[src/rtl/seven_segment_scan_decoder.sv]
// seven_segment_scan_decoder
// Receive side of a scanned, multiplexed seven-segment display. The
// active-low anodes and segment lines are sampled on every clock. A pair
// that has been held long enough is decoded into the register of the
// digit whose anode is low. The stability counter keeps scan transitions
// and ghosting from being captured.
//
// Commit timing: a pair applied before edge k is sampled at edge k
// (counter = 1). The counter reaches STABLE_CYCLES at edge
// k+STABLE_CYCLES-1, and the commit lands on edge k+STABLE_CYCLES.
// One commit is made per stable dwell, however long the dwell lasts.
module seven_segment_scan_decoder #(
  parameter int NUM_DIGITS    = 4,
  parameter int STABLE_CYCLES = 4
) (
  input  logic                      clk,
  input  logic                      rst,
  input  logic [6:0]                seg,
  input  logic [NUM_DIGITS-1:0]     an,
  output logic [4*NUM_DIGITS-1:0]   digits,
  output logic [NUM_DIGITS-1:0]     digit_valid,
  output logic [NUM_DIGITS-1:0]     digit_blank,
  output logic                      update,
  output logic [2:0]                update_idx,
  output logic                      err
);

  localparam int         SW     = NUM_DIGITS + 7;
  localparam logic [7:0] STABLE = 8'(STABLE_CYCLES);
  localparam logic [6:0] BLANK  = 7'b1111111;

  // Map an active-low gfedcba pattern to {legal, hex code}.
  function automatic logic [4:0] decode_seg(input logic [6:0] s);
    logic [4:0] r;
    case (s)
      7'b1000000: r = {1'b1, 4'h0};
      7'b1111001: r = {1'b1, 4'h1};
      7'b0100100: r = {1'b1, 4'h2};
      7'b0110000: r = {1'b1, 4'h3};
      7'b0011001: r = {1'b1, 4'h4};
      7'b0010010: r = {1'b1, 4'h5};
      7'b0000010: r = {1'b1, 4'h6};
      7'b1111000: r = {1'b1, 4'h7};
      7'b0000000: r = {1'b1, 4'h8};
      7'b0010000: r = {1'b1, 4'h9};
      7'b0001000: r = {1'b1, 4'hA};
      7'b0000011: r = {1'b1, 4'hB};
      7'b1000110: r = {1'b1, 4'hC};
      7'b0100001: r = {1'b1, 4'hD};
      7'b0000110: r = {1'b1, 4'hE};
      7'b0001110: r = {1'b1, 4'hF};
      default:    r = {1'b0, 4'h0};
    endcase
    return r;
  endfunction

  // Sample stage state.
  logic [SW-1:0] samp_q, samp_d;
  logic [7:0]    cnt_q, cnt_d;
  logic          pend_q, pend_d;

  // Output registers.
  logic [4*NUM_DIGITS-1:0] digits_q, digits_d;
  logic [NUM_DIGITS-1:0]   valid_q, valid_d;
  logic [NUM_DIGITS-1:0]   blank_q, blank_d;
  logic                    update_q, update_d;
  logic [2:0]              idx_q, idx_d;
  logic                    err_q, err_d;

  // Classification of the held (qualified) pair.
  logic [NUM_DIGITS-1:0] an_s;
  logic [6:0]            seg_s;
  logic [3:0]            zero_cnt;
  logic [4:0]            dec;

  assign an_s  = samp_q[SW-1:7];
  assign seg_s = samp_q[6:0];
  assign dec   = decode_seg(seg_s);

  // Stability qualification; pend marks the edge where the count first saturates.
  always_comb begin
    samp_d = {an, seg};
    cnt_d  = cnt_q;
    pend_d = 1'b0;
    if (samp_d != samp_q) begin
      cnt_d = 8'd1;
    end else if (cnt_q != STABLE) begin
      cnt_d = cnt_q + 8'd1;
    end
    pend_d = (cnt_d == STABLE) && (cnt_q != STABLE);
  end

  // Count low anodes in the held pair; multi-hot outranks segment content.
  always_comb begin
    zero_cnt = 4'd0;
    for (int i = 0; i < NUM_DIGITS; i++) begin
      if (!an_s[i]) zero_cnt = zero_cnt + 4'd1;
    end
  end

  // Commit decode: update digit registers and generate the one-cycle pulses.
  always_comb begin
    digits_d = digits_q;
    valid_d  = valid_q;
    blank_d  = blank_q;
    update_d = 1'b0;
    idx_d    = idx_q;
    err_d    = 1'b0;
    if (pend_q) begin
      if (zero_cnt > 4'd1) begin
        err_d = 1'b1;
      end else if (zero_cnt == 4'd1) begin
        for (int i = 0; i < NUM_DIGITS; i++) begin
          if (!an_s[i]) begin
            update_d = 1'b1;
            idx_d    = 3'(i);
            if (dec[4]) begin
              digits_d[4*i +: 4] = dec[3:0];
              valid_d[i]         = 1'b1;
              blank_d[i]         = 1'b0;
            end else if (seg_s == BLANK) begin
              valid_d[i] = 1'b0;
              blank_d[i] = 1'b1;
            end else begin
              valid_d[i] = 1'b0;
              blank_d[i] = 1'b0;
              err_d      = 1'b1;
            end
          end
        end
      end
    end
  end

  // State register with asynchronous reset; reset drops any pending commit.
  always_ff @(posedge clk or posedge rst) begin
    if (rst) begin
      samp_q   <= '1;
      cnt_q    <= 8'd0;
      pend_q   <= 1'b0;
      digits_q <= '0;
      valid_q  <= '0;
      blank_q  <= '0;
      update_q <= 1'b0;
      idx_q    <= 3'd0;
      err_q    <= 1'b0;
    end else begin
      samp_q   <= samp_d;
      cnt_q    <= cnt_d;
      pend_q   <= pend_d;
      digits_q <= digits_d;
      valid_q  <= valid_d;
      blank_q  <= blank_d;
      update_q <= update_d;
      idx_q    <= idx_d;
      err_q    <= err_d;
    end
  end

  assign digits      = digits_q;
  assign digit_valid = valid_q;
  assign digit_blank = blank_q;
  assign update      = update_q;
  assign update_idx  = idx_q;
  assign err         = err_q;

endmodule

[config.mk]
export PLATFORM = sky130hd
export DESIGN_NAME = seven_segment_scan_decoder
export DESIGN_NICKNAME = d
export VERILOG_FILES = /design/src/rtl/seven_segment_scan_decoder.sv
export SDC_FILE = /design/constraint.sdc
export NUM_CORES = 1
export LEC_CHECK = 0
export ABC_AREA = 1
export BUFFER_PORTS_ARGS = -buffer_cell sky130_fd_sc_hd__buf_2
export CAP_MARGIN = 5
export CORE_MARGIN = 2
export CORE_UTILIZATION = 45
export CTS_CLUSTER_DIAMETER = 60
export DETAILED_ROUTE_END_ITERATION = 7
export GPL_TIMING_DRIVEN = 0
export PLACE_DENSITY_LB_ADDON = 0.05
export SKIP_LAST_GASP = 1
export SLEW_MARGIN = 30
export SYNTH_ARGS = -nofsm -noshare
export SYNTH_HDL_FRONTEND = slang
export SYNTH_SLANG_ARGS = --single-unit
[constraint.sdc]
create_clock -name clk -period 7 [get_ports clk]
set_clock_uncertainty 0.2 [all_clocks]
set_input_delay 1.05 -clock clk [delete_from_list [all_inputs] [get_ports clk]]
set_output_delay 1.05 -clock clk [all_outputs]
set_load 0.05 [all_outputs]
==> results by stage <==
Synthesis:
- The average cell area after synthesis is approximately 8 um2.
- Of the post-synthesis cell area, the dominant cell type holds 34.2%.
- The synthesized design contains 48 register bits.
- Synthesis produced a netlist with a net count of 351.
- Counting every instance in the synthesized netlist gives roughly 330.
- The cell with the most instances after synthesis is nand2_1.
- The area of the mapped netlist is 2710 um2.
- Among all flip-flop cells after synthesis, the most frequent one is dfrtp_1.
- After synthesis, flip-flops and latches occupy 44.8% of the total area.
- In the synthesized netlist, the cells that appear most often are 107 x nand2_1, 37 x dfrtp_1, 31 x inv_1.
- The total number of yosys warnings is 0.
- The number of synthesized flops with an enable pin is 0.
- The synthesized design spends more area on one cell type than any other, namely dfrtp_1.
- After synthesis, the share of flip-flops with an asynchronous set or reset is 100%.
- In this run, distinct cell masters in the synthesized netlist total 34.
- By area the synthesized netlist is led by dfrtp_1 34%, nand2_1 15%, dfstp_2 11%, nand3_1 5.4%, inv_1 4.3%.

Global route:
- The wire length of the first global-routing pass is approximately 9.4 mm.
- The total congestion overflow after global routing is 0.
- The largest net degree at the start of global routing is a little under 50.
- The overall track demand over capacity in global routing is 18.6%.
- The initial antenna violation count came to 0.
- The number of global-route vias before repair is 2,023.

STA:
- Setup total negative slack on the finished layout was measured at 0 ps.
- Setup violations remaining at the end of the flow were counted as 0.
- Derived from the worst setup path, the maximum achievable clock frequency is 351 MHz.
- The transition time at the pin with the least slew margin is 594 ps.
- The final number of max-transition violations came to 0.
- The final worst-path cycle share is 40.7%.
- The final-report hold violation count is 0.
- The worst pin sits at a relative slew slack of 60.4%.
- Setup repair after global routing left no endpoint under its margin.
- The final critical path time including I/O delays and setup is 2850 ps.

Setup path:
- The startpoint type of the worst setup path is a flip-flop.
- Counting cells, the worst reg-to-reg path comes to 13.
- For flop-to-flop paths, the worst setup slack is 4150 ps.
- The most critical setup path has its startpoint at samp_q[8].
- The maximum fanout along the worst path is 7.
- The data required time at the worst endpoint is 7010 ps.
- The worst setup path is captured at a flip-flop.
- The startpoint of the worst-slack reg-to-reg timing path is samp_q[8].
- The setup path with the least slack is of type flip-flop to flip-flop.
- The critical path ends at digits[6].
- The end of the worst register-to-register path is digits[6].
- At the worst endpoint, the arrival time is approximately 2900 ps.

Clock network:
- The maximum level of the CTS H-tree is 2.
- The total number of clock tree sinks is 48.
- TritonCTS built the clock tree.
- The clock tree root buffer cell is clkbuf_8.
- The count of buffers added by post-CTS timing repair for setup is 0.
- The number of buffers added by the clock tree synthesis step is 5.
- The clock-pin transition on the worst setup and hold timing paths is 100 ps.
- The clock passes through at most 2 buffers.
- The latest clock arrival within the worst-skew pair is 300 ps.
- The number of cells upsized or downsized after cts is 0.
- Buffers inserted to repair hold after CTS numbered 0.

Floorplanning:
- The I/O pin count is 42.
- Measured along the y axis, the die boundary spans 81.6 um.
- In this run the horizontal extent of the chip is 81.6 um.
- The floorplan has 28 rows.
- Once the floorplan was initialized, standard cells occupied between 40 and 50% of the core.
- The die area is ~6700 um2.
- In this run the standard cell core region covers between 5000 and 6000 um2.

Placement:
- At the end of routability-driven placement, the weighted congestion stood at 0.896.
- Buffers placed on the I/O ports in this run total 40.
- The total cell area at the placement stage is 3010 um2.
- Summed over all nets, the half-perimeter wirelength after detailed placement is 4.24 mm.

Cells and area:
- Compared with the post-synthesis result, the final layout area differs by 15.2%.
- The share of cells above drive strength 1 is 27.1%.
- The number of antenna diodes in the final layout is 0.
- The net count of the finished layout is between 300 and 400.
- Measured on the finished design, the core utilization comes to 53.0%.
- The finished cells cover 3120 um2.

Routing:
- The number of vias per cell after detailed routing is 4.85.
- The total DRC errors in the routed layout is 0.
- The mean routed wirelength per cell is 12.5 um.
- The count of vias placed by the detailed router is 2,208.
- The final layout contains routed wiring with a total length of about 5.7 mm.
- The detail route stage leaves a number of antenna-violating nets equal to 0.
- The count of routing violations after the opening detailed-route iteration is 73.
- The number of search-and-repair iterations in the first detailed-routing pass is 4.

Power:
- Total power for the finished layout comes to 0.000570 W.
- Dividing total power by cell area gives a power density of 183 nW/um2.
- VDD sags by at most 0.0000852 V.
- The static leakage power is around 1.8 nW.

Run status:
- The run finished with clean final reports.

Hold path:
- The worst hold path class is flip-flop to flip-flop.

Run:
- The number of violations of the max-capacitance limit is 0.
## critical path: stages, from the launching register on
cell	delay (ps)
dfstp_2	570
inv_1	120
ha_1	330
xor2_1	220
inv_1	70
ha_1	270
nand2_1	60
nand2_1	120
nor2_8	230
nand3_2	170
nor2_8	170
nand2_2	110
nand2_1	70
nand2_1	50
## kinds of logic after synthesis
group / Yosys count / synth area share (%)
AND/OR/NAND/NOR: 195 / 35.8
flip-flops: 48 / 44.9
buffers and inverters: 46 / 7.07
AO/OA/AOI/OAI: 25 / 5.59
XOR/XNOR: 11 / 3.83
adder cells (fa/ha/maj): 6 / 2.77
other: 1 / 0.138
## metal layers
layer / share of wire (%) / track usage [%]
met4: 1.1 / 5.00
met5: 0 / 0
met3: 3.6 / 3.63
met1: 49 / 25.3
met2: 46 / 30.3
## area by class of cell
type,count,area (um2)
inverter,43,164
timing repair buffer,40,200
fill,591,2760
multi-input combinational,238,1300
clock buffer,5,68.8
tap,75,93.8
clock inverter,3,47.5
buffer,3,30.0
sequential,48,1210
## cell usage in the layout (no fill, tap or decap), types with 3 or more instances in the layout
cell type	instances
a21oi_1	4
buf_2	40
nand2_2	6
ha_1	6
nand4_1	6
o21ai_1	3
nand3_2	5
nor2_2	4
inv_1	30
clkbuf_8	5
nor3_1	3
xnor2_1	6
nor2_8	5
xor2_1	4
dfrtp_1	37
nand3_1	29
inv_2	12
nor2_1	24
nand2_1	107
o21ai_0	7
o21a_1	4
dfstp_2	11
## stage by stage
stage	hold slack [ps]	cells	setup WS, ps
2_1_floorplan	340	332	4390
3_3_place_gp	250	447	3930
3_5_place_dp	253	447	4140
4_1_cts	279	455	4130
5_1_grt	294	455	3930
6_report	273	455	4150
## flip-flops by register name (all words and copies together), names as in the netlist
register and count:
pend_q 1, update_idx 2, samp_q 11, digit_valid 4, cnt_q 8, update 1, err 1, digit_blank 4
digits 16
## power breakdown
part / switching (W) / internal [W] / leakage (nW)
sequential: 0.00000532 / 0.000283 / 0.628
combinational: 0.0000486 / 0.0000210 / 1.08
clock: 0.000104 / 0.000108 / 0.0583
## worst min-delay path by stage
stage / startpoint / to / slack [ps] / cells after the start
4_1_cts: digits[15] / digits[15] / 280 / 2
6_report: digits[4] / digits[4] / 270 / 2
2_1_floorplan: cnt_q[1] / cnt_q[1] / 340 / 2
5_1_grt: digits[15] / digits[15] / 290 / 2
3_5_place_dp: digits[15] / digits[15] / 250 / 2
3_3_place_gp: digits[1] / digits[1] / 250 / 2
Power figures use the tool's default switching activity.
